[src/rtl/uart_loopback_fifo.sv]
// UART echo: received bytes are queued in a byte FIFO and drained to the transmitter.
// Optional CR->CRLF expansion is built only when UART_LB_CRLF_EN is defined.

module uart_rx #(
    parameter int CLK_FREQ = 50000000,
    parameter int UART_BPS = 115200
) (
    input  logic       clk,
    input  logic       rst_n,
    input  logic       rxd,
    output logic       rx_done,
    output logic [7:0] rx_data
);
    localparam int BAUD = CLK_FREQ / UART_BPS;
    localparam int CW   = $clog2(BAUD + 1);

    logic          rxd_s1;
    logic          rxd_s2;
    logic          rxd_s3;
    logic          busy;
    logic [CW-1:0] clk_cnt;
    logic [3:0]    bit_cnt;
    logic [7:0]    shift;

    // Synchronise the line and keep one extra stage for falling-edge detection
    always_ff @(posedge clk or negedge rst_n) begin
        if (!rst_n) begin
            rxd_s1 <= 1'b1;
            rxd_s2 <= 1'b1;
            rxd_s3 <= 1'b1;
        end else begin
            rxd_s1 <= rxd;
            rxd_s2 <= rxd_s1;
            rxd_s3 <= rxd_s2;
        end
    end

    // Frame receiver; counter starts at 2 to absorb the synchroniser delay
    always_ff @(posedge clk or negedge rst_n) begin
        if (!rst_n) begin
            busy    <= 1'b0;
            clk_cnt <= '0;
            bit_cnt <= '0;
            shift   <= '0;
            rx_done <= 1'b0;
            rx_data <= '0;
        end else begin
            rx_done <= 1'b0;
            if (!busy) begin
                if (rxd_s3 && !rxd_s2) begin
                    busy    <= 1'b1;
                    clk_cnt <= CW'(2);
                    bit_cnt <= '0;
                end
            end else begin
                if (clk_cnt == CW'(BAUD - 1)) begin
                    clk_cnt <= '0;
                    bit_cnt <= bit_cnt + 4'd1;
                end else begin
                    clk_cnt <= clk_cnt + 1'b1;
                end
                if (clk_cnt == CW'(BAUD / 2)) begin
                    unique case (1'b1)
                        (bit_cnt == 4'd0): begin
                            if (rxd_s2) busy <= 1'b0;
                        end
                        (bit_cnt == 4'd9): begin
                            busy <= 1'b0;
                            if (rxd_s2) begin
                                rx_done <= 1'b1;
                                rx_data <= shift;
                            end
                        end
                        default: shift <= {rxd_s2, shift[7:1]};
                    endcase
                end
            end
        end
    end
endmodule

module uart_tx #(
    parameter int CLK_FREQ = 50000000,
    parameter int UART_BPS = 115200
) (
    input  logic       clk,
    input  logic       rst_n,
    input  logic       tx_en,
    input  logic [7:0] tx_data,
    output logic       txd,
    output logic       tx_busy
);
    localparam int BAUD = CLK_FREQ / UART_BPS;
    localparam int CW   = $clog2(BAUD + 1);

    logic [CW-1:0] clk_cnt;
    logic [3:0]    bit_cnt;
    logic [8:0]    shift;

    // Shift out start, eight data bits LSB first, then stop
    always_ff @(posedge clk or negedge rst_n) begin
        if (!rst_n) begin
            tx_busy <= 1'b0;
            txd     <= 1'b1;
            clk_cnt <= '0;
            bit_cnt <= '0;
            shift   <= '1;
        end else if (!tx_busy) begin
            txd <= 1'b1;
            if (tx_en) begin
                tx_busy <= 1'b1;
                txd     <= 1'b0;
                shift   <= {1'b1, tx_data};
                clk_cnt <= '0;
                bit_cnt <= '0;
            end
        end else if (clk_cnt == CW'(BAUD - 1)) begin
            clk_cnt <= '0;
            if (bit_cnt == 4'd9) begin
                tx_busy <= 1'b0;
                txd     <= 1'b1;
            end else begin
                bit_cnt <= bit_cnt + 4'd1;
                txd     <= shift[0];
                shift   <= {1'b1, shift[8:1]};
            end
        end else begin
            clk_cnt <= clk_cnt + 1'b1;
        end
    end
endmodule

module uart_loopback_fifo #(
    parameter int CLK_FREQ   = 50000000,
    parameter int UART_BPS   = 115200,
    parameter int FIFO_DEPTH = 16
) (
    input  logic                          sys_clk,
    input  logic                          sys_rst_n,
    input  logic                          uart_rxd,
    output logic                          uart_txd,
    input  logic                          ovf_clr,
    output logic [$clog2(FIFO_DEPTH):0]   fifo_level,
    output logic                          overflow,
    output logic                          tx_active
);
    localparam int AW = $clog2(FIFO_DEPTH);

    typedef enum logic [2:0] {
        IDLE,
        LOAD,
        START,
        WAIT_HI,
        WAIT_LO
    } state_t;

    logic          uart_rx_done;
    logic [7:0]    uart_rx_data;
    logic          uart_tx_en;
    logic [7:0]    uart_tx_data;
    logic          uart_tx_busy;

    logic [7:0]    mem [FIFO_DEPTH];
    logic [AW-1:0] wr_ptr;
    logic [AW-1:0] rd_ptr;
    logic          full;
    logic          pop;
    logic          req_vld;
    logic [7:0]    req_data;
    logic          wr;
    logic          ovf_set;

    state_t        state;
    logic [1:0]    wait_cnt;

    uart_rx #(
        .CLK_FREQ (CLK_FREQ),
        .UART_BPS (UART_BPS)
    ) u_rx (
        .clk     (sys_clk),
        .rst_n   (sys_rst_n),
        .rxd     (uart_rxd),
        .rx_done (uart_rx_done),
        .rx_data (uart_rx_data)
    );

    uart_tx #(
        .CLK_FREQ (CLK_FREQ),
        .UART_BPS (UART_BPS)
    ) u_tx (
        .clk     (sys_clk),
        .rst_n   (sys_rst_n),
        .tx_en   (uart_tx_en),
        .tx_data (uart_tx_data),
        .txd     (uart_txd),
        .tx_busy (uart_tx_busy)
    );

    assign full    = (fifo_level == (AW + 1)'(FIFO_DEPTH));
    assign pop     = (state == LOAD);
    assign wr      = req_vld && (!full || pop);
    assign ovf_set = req_vld && full && !pop;

`ifdef UART_LB_CRLF_EN
    logic       lf_pend;
    logic       stash_vld;
    logic [7:0] stash_data;

    // Write source: pending LF first, then a byte parked behind it, then RX
    always_comb begin
        req_vld  = lf_pend || stash_vld || uart_rx_done;
        req_data = uart_rx_data;
        if (lf_pend) begin
            req_data = 8'h0A;
        end else if (stash_vld) begin
            req_data = stash_data;
        end
    end

    // Track the LF owed after an accepted CR and park RX bytes that collide
    always_ff @(posedge sys_clk or negedge sys_rst_n) begin
        if (!sys_rst_n) begin
            lf_pend    <= 1'b0;
            stash_vld  <= 1'b0;
            stash_data <= '0;
        end else begin
            if (lf_pend) begin
                lf_pend <= 1'b0;
            end else if (wr && req_data == 8'h0D) begin
                lf_pend <= 1'b1;
            end
            if (uart_rx_done && (lf_pend || stash_vld)) begin
                stash_vld  <= 1'b1;
                stash_data <= uart_rx_data;
            end else if (stash_vld && !lf_pend) begin
                stash_vld <= 1'b0;
            end
        end
    end
`else
    // Write source is the receiver directly
    always_comb begin
        req_vld  = uart_rx_done;
        req_data = uart_rx_data;
    end
`endif

    // Storage array; contents are don't-care until written
    always_ff @(posedge sys_clk) begin
        if (wr) mem[wr_ptr] <= req_data;
    end

    // Pointers and occupancy
    always_ff @(posedge sys_clk or negedge sys_rst_n) begin
        if (!sys_rst_n) begin
            wr_ptr     <= '0;
            rd_ptr     <= '0;
            fifo_level <= '0;
        end else begin
            if (wr)  wr_ptr <= wr_ptr + 1'b1;
            if (pop) rd_ptr <= rd_ptr + 1'b1;
            unique case ({wr, pop})
                2'b10:   fifo_level <= fifo_level + 1'b1;
                2'b01:   fifo_level <= fifo_level - 1'b1;
                default: fifo_level <= fifo_level;
            endcase
        end
    end

    // Sticky overflow; a new drop beats a simultaneous clear
    always_ff @(posedge sys_clk or negedge sys_rst_n) begin
        if (!sys_rst_n) begin
            overflow <= 1'b0;
        end else if (ovf_set) begin
            overflow <= 1'b1;
        end else if (ovf_clr) begin
            overflow <= 1'b0;
        end
    end

    // Drain FSM: pop one byte, kick the transmitter, retry if it never starts
    always_ff @(posedge sys_clk or negedge sys_rst_n) begin
        if (!sys_rst_n) begin
            state        <= IDLE;
            tx_active    <= 1'b0;
            uart_tx_en   <= 1'b0;
            uart_tx_data <= '0;
            wait_cnt     <= '0;
        end else begin
            uart_tx_en <= 1'b0;
            unique case (state)
                IDLE: begin
                    if (fifo_level != '0 && !uart_tx_busy) begin
                        state     <= LOAD;
                        tx_active <= 1'b1;
                    end
                end
                LOAD: begin
                    uart_tx_data <= mem[rd_ptr];
                    uart_tx_en   <= 1'b1;
                    state        <= START;
                end
                START: begin
                    wait_cnt <= '0;
                    state    <= WAIT_HI;
                end
                WAIT_HI: begin
                    if (uart_tx_busy) begin
                        state <= WAIT_LO;
                    end else if (wait_cnt == 2'd3) begin
                        uart_tx_en <= 1'b1;
                        state      <= START;
                    end else begin
                        wait_cnt <= wait_cnt + 2'd1;
                    end
                end
                WAIT_LO: begin
                    if (!uart_tx_busy) begin
                        state     <= IDLE;
                        tx_active <= 1'b0;
                    end
                end
                default: begin
                    state     <= IDLE;
                    tx_active <= 1'b0;
                end
            endcase
        end
    end
endmodule

[config.mk]
export PLATFORM = sky130hd
export DESIGN_NAME = uart_loopback_fifo
export DESIGN_NICKNAME = d
export VERILOG_FILES = /design/src/rtl/uart_loopback_fifo.sv
export SDC_FILE = /design/constraint.sdc
export NUM_CORES = 1
export LEC_CHECK = 0
export CAP_MARGIN = 10
export CORE_AREA = 5 5 166 104
export CTS_CLUSTER_DIAMETER = 50
export DETAILED_ROUTE_END_ITERATION = 8
export DIE_AREA = 0 0 171 109
export DONT_BUFFER_PORTS = 1
export GPL_TIMING_DRIVEN = 0
export PLACE_DENSITY = 0.77
export SETUP_SLACK_MARGIN = 0.5
export SLEW_MARGIN = 20
export SYNTH_ARGS = -nofsm -noshare
export SYNTH_HDL_FRONTEND = slang
export SYNTH_SLANG_ARGS = --single-unit
[constraint.sdc]
create_clock -name sys_clk -period 6.7 [get_ports sys_clk]
set_clock_uncertainty 0.15 [all_clocks]
set_input_delay 0.335 -clock sys_clk [delete_from_list [all_inputs] [get_ports sys_clk]]
set_output_delay 0.335 -clock sys_clk [all_outputs]
set_load 0.005 [all_outputs]
==> PnR_summary.wiki <==
{| class="wikitable"
! Metric !! Value
|-
| Worst hold endpoint || u_rx.rxd_s2$_DFF_PN1_
|-
| Hold path startpoint || u_rx.rxd_s1$_DFF_PN1_
|-
| Area added between synthesis and finish || 11.0%
|-
| # clock sinks || 214
|-
| Antenna violations before repair || 0
|-
| Capturing element type of the critical path || flop
|-
| Number of flops mapped to enable cells by yosys || 128
|-
| Routed wire length || 18300 um
|-
| Dominant cell by count in the synthesized netlist || sky130_fd_sc_hd__edfxtp_1
|-
| Post-synthesis register bit count || approximately 210
|-
| Area of the multi-input gates || 2940 sq um
|-
| Largest fanout of any net on the critical path || 9
|-
| Overall power of the completed layout || 2.65 mW
|-
| Grt total ovfl || 0
|-
| Leakage || 3.40 nW
|-
| IR Drop Worst-Case VDD || 0.238 mV
|-
| Mapped Cells || 618
|-
| Max Freq || 0.332 GHz
|-
| Power density relative to cell area || 261 nW/um^2
|-
| R2R depth || 6
|-
| Critical path start-end classification || flop to flop
|-
| Number of global-route vias before repair || about 5.3k
|-
| Filler cell count in the final layout || 1078
|-
| Gates resized, CTS repair || 0
|-
| Worst Hold Path Cells || 0
|-
| CTS root buffer || sky130_fd_sc_hd__clkbuf_16
|-
| Total clock buffers created by CTS || 20
|-
| Switching portion of total power || 0.205
|-
| Finish-stage setup viols || 0
|-
| Setup repair after global routing missed its margin || false
|-
| Remaining antenna violation count after routing || 0
|-
| Clock latency on the worst-skew pair || 490 ps
|-
| Number of rows in the core area || 36
|-
| # port buffers || 0
|-
| Dominant cells by area after synthesis || sky130_fd_sc_hd__edfxtp_1 (42%), sky130_fd_sc_hd__dfrtp_1 (20%), sky130_fd_sc_hd__mux4_2 (7.4%)
|-
| Required time of the critical path || 6660 ps
|-
| Minimum clock period after layout || 3010 ps
|-
| Number of maximum-capacitance violations || 0
|-
| Worst slew margin relative to its limit || 0.343
|-
| Final-report max-slew violation count || 0
|-
| Share of flip-flops with an asynchronous set or reset after synthesis || 0.402
|-
| Die extent in y || 109 um
|-
| Worst r2r dst || mem[8][4]$_DFFE_PP_
|-
| Clock transition at the registers of the reported paths || approximately 70 ps
|-
| Library cell occupying the most area in the post-synthesis netlist || sky130_fd_sc_hd__edfxtp_1
|-
| DRC marker count from the first detailed-route iteration || roughly 720
|-
| Maximum level of the CTS H-tree || 1
|-
| Combinational share of power || 0.028
|-
| Placeable core region || 15700 sq um
|-
| Largest net degree at the start of global routing || 87
|-
| Avg Synthesized Cell Area || about 15 sq um
|-
| Yosys top cell area share || 0.420
|-
| Fraction of layout cells with a size suffix above 1 || 0.191
|-
| Share of power burned in registers || 0.536
|-
| Total routing resource utilization after global routing || 0.206
|-
| Unique masters post-synth || 60
|-
| Status || completed
|-
| Synthesized area || 9160 sq um
|-
| Measured slew at the worst slew-check pin || 981 ps
|-
| First-pass iteration count of the detailed router || 6
|-
| Worst-case clock buffer depth || 3
|-
| Worst Path Arrival || 2970 ps
|-
| Detailed placement HPWL || around 12000 um
|-
| Wire length of the first global-routing pass || 29400 um
|-
| Sequential fraction of the synthesis area || 0.656
|-
| Clock tree from TritonCTS || built
|-
| Initial standard-cell utilization of the core || 0.583
|-
| FF+latch area || between 6000 and 7000 sq um
|-
| Residual DRC || 0
|-
| Number of top-level design ports || 12
|-
| Setup slack of the most critical reg-to-reg path || 3690 ps
|-
| Cell internal power dissipation || ~2.1 mW
|-
| Weighted congestion reported at the end of routability-driven placement || 0.867
|-
| Detail-routed net length per standard cell || roughly 21 um
|-
| Quantity of hold-fixing buffers added after cts || 4
|-
| Class of the tightest hold or removal check || flop to flop
|-
| Via density per instance || between 6 and 7
|-
| Type of origin of the critical path || flop
|-
| Crit share post-route || 0.449
|-
| Number of antenna repair diodes || 0
|-
| Hold violation count in the final report || 0
|-
| Post-synthesis net count || between 600 and 700
|-
| Warnings from Yosys || 0
|-
| Horiz. Die Dim || 171 um
|-
| Synth cell count leaders || sky130_fd_sc_hd__edfxtp_1 (128), sky130_fd_sc_hd__dfrtp_1 (74), sky130_fd_sc_hd__nand2_1 (43)
|-
| Total die area || 18600 sq um
|-
| Number of setup buffers added after CTS || 0
|-
| Top_reg_cell synth || sky130_fd_sc_hd__edfxtp_1
|-
| Final net count || 666
|-
| FF-to-FF Start || state[1]$_DFFE_PN0P_
|-
| Setup TNS || 0 ps
|-
| DR vias || 5284
|-
| Switching component of the power || 0.545 mW
|-
| Clock share of power || 0.436
|}
[through the flow]
stage	util	instance area (sq um)	hold slack [ps]	std cells	setup slack (ps)
6_report	0.647	10200	202	868	3690
5_1_grt	0.647	10200	212	868	3530
4_1_cts	0.647	10200	207	868	3690
3_5_place_dp	0.600	9440	-109	828	3710
3_3_place_gp	0.599	9420	-109	827	3380
2_1_floorplan	-	9160	-111	618	4170
[cell families after synthesis]
| logic type | Yosys count | share of synthesized area |
|---|---|---|
| AND/OR/NAND/NOR | 160 | 0.0966 |
| XOR/XNOR | 11 | 0.0105 |
| multiplexers | 75 | 0.126 |
| flip-flops | 214 | 0.656 |
| buffers and inverters | 49 | 0.0235 |
| adder cells (fa/ha/maj) | 17 | 0.0232 |
| AO/OA/AOI/OAI | 92 | 0.0643 |
[worst max-delay path by stage]
stage	from	to	slack, ps	cells after the start
floorplan	state[1]$_DFFE_PN0P_	mem[3][0]$_DFFE_PP_	4170	6
global placement	state[1]$_DFFE_PN0P_	mem[3][2]$_DFFE_PP_	3380	6
detailed placement	state[1]$_DFFE_PN0P_	mem[9][2]$_DFFE_PP_	3710	6
CTS	state[1]$_DFFE_PN0P_	mem[10][7]$_DFFE_PP_	3690	6
global route	state[1]$_DFFE_PN0P_	mem[8][4]$_DFFE_PP_	3530	6
finish	state[1]$_DFFE_PN0P_	mem[8][4]$_DFFE_PP_	3690	6
[cell usage in the layout (no fill, tap or decap), types with 5 or more instances in the layout]
master | synthesis | routed
sky130_fd_sc_hd__a21oi_1 | 25 | 25
sky130_fd_sc_hd__a22oi_1 | 8 | 8
sky130_fd_sc_hd__and2_1 | 6 | 6
sky130_fd_sc_hd__buf_1 | 6 | 6
sky130_fd_sc_hd__buf_2 | 13 | 13
sky130_fd_sc_hd__clkbuf_1 | 6 | 9
sky130_fd_sc_hd__clkbuf_16 | 0 | 22
sky130_fd_sc_hd__dfrtp_1 | 74 | 74
sky130_fd_sc_hd__dfstp_2 | 12 | 12
sky130_fd_sc_hd__edfxtp_1 | 128 | 128
sky130_fd_sc_hd__ha_1 | 17 | 17
sky130_fd_sc_hd__inv_1 | 22 | 22
sky130_fd_sc_hd__mux2_2 | 19 | 19
sky130_fd_sc_hd__mux2i_1 | 24 | 24
sky130_fd_sc_hd__mux4_2 | 30 | 30
sky130_fd_sc_hd__nand2_1 | 43 | 43
sky130_fd_sc_hd__nand2b_1 | 9 | 9
sky130_fd_sc_hd__nand3_1 | 19 | 19
sky130_fd_sc_hd__nand4_1 | 11 | 11
sky130_fd_sc_hd__nor2_1 | 29 | 29
sky130_fd_sc_hd__o211ai_1 | 5 | 5
sky130_fd_sc_hd__o21ai_0 | 29 | 29
sky130_fd_sc_hd__o22ai_1 | 5 | 5
sky130_fd_sc_hd__or3_1 | 5 | 5
sky130_fd_sc_hd__xnor2_1 | 10 | 10
[power groups by stage]
stage	clock [mW]	sequential [mW]	combinational (mW)
after floorplan	0	1.44	0.0489
after global placement	0	1.45	0.0564
after detailed placement	0	1.45	0.0599
after CTS	1.18	1.42	0.0739
after global routing	1.23	1.42	0.0869
final	1.16	1.42	0.0732
[critical path: stages, from the launching register on]
cell and delay [ps]:
sky130_fd_sc_hd__dfrtp_1 350, sky130_fd_sc_hd__buf_2 180, sky130_fd_sc_hd__or3b_1 370, sky130_fd_sc_hd__buf_2 190, sky130_fd_sc_hd__a31oi_4 360, sky130_fd_sc_hd__nand2_1 220
sky130_fd_sc_hd__nor2_1 790
[layer usage]
metal	track usage	vias to the layer above	part of all wire
met3	0.0377	28	0.064
met5	0	-	0
met4	0.0430	0	0.016
met1	0.330	2697	0.48
li1	-	2392	-
met2	0.300	167	0.44
[state kept, by name (all words and copies together) (netlist names), 2 cells and up]
register      flops
u_tx.shift        8
mem             128
u_rx.clk_cnt      9
uart_tx_data      8
fifo_level        5
wr_ptr            4
rd_ptr            4
state             3
u_rx.rx_data      8
u_tx.bit_cnt      4
wait_cnt          2
u_rx.bit_cnt      4
u_rx.shift        8
u_tx.clk_cnt      9
[final cells by class]
| class | count | area share |
|---|---|---|
| Timing Repair Buffer | 5 | 0.00640 |
| Sequential cell | 214 | 0.591 |
| Buffer | 27 | 0.0130 |
| Multi-Input combinational cell | 355 | 0.289 |
| Clock inverter | 11 | 0.0113 |
| Clock buffer | 25 | 0.0552 |
| Inverter | 22 | 0.00812 |
| Tap cell | 209 | 0.0257 |
No activity file was read; power rests on OpenSTA's default activity.
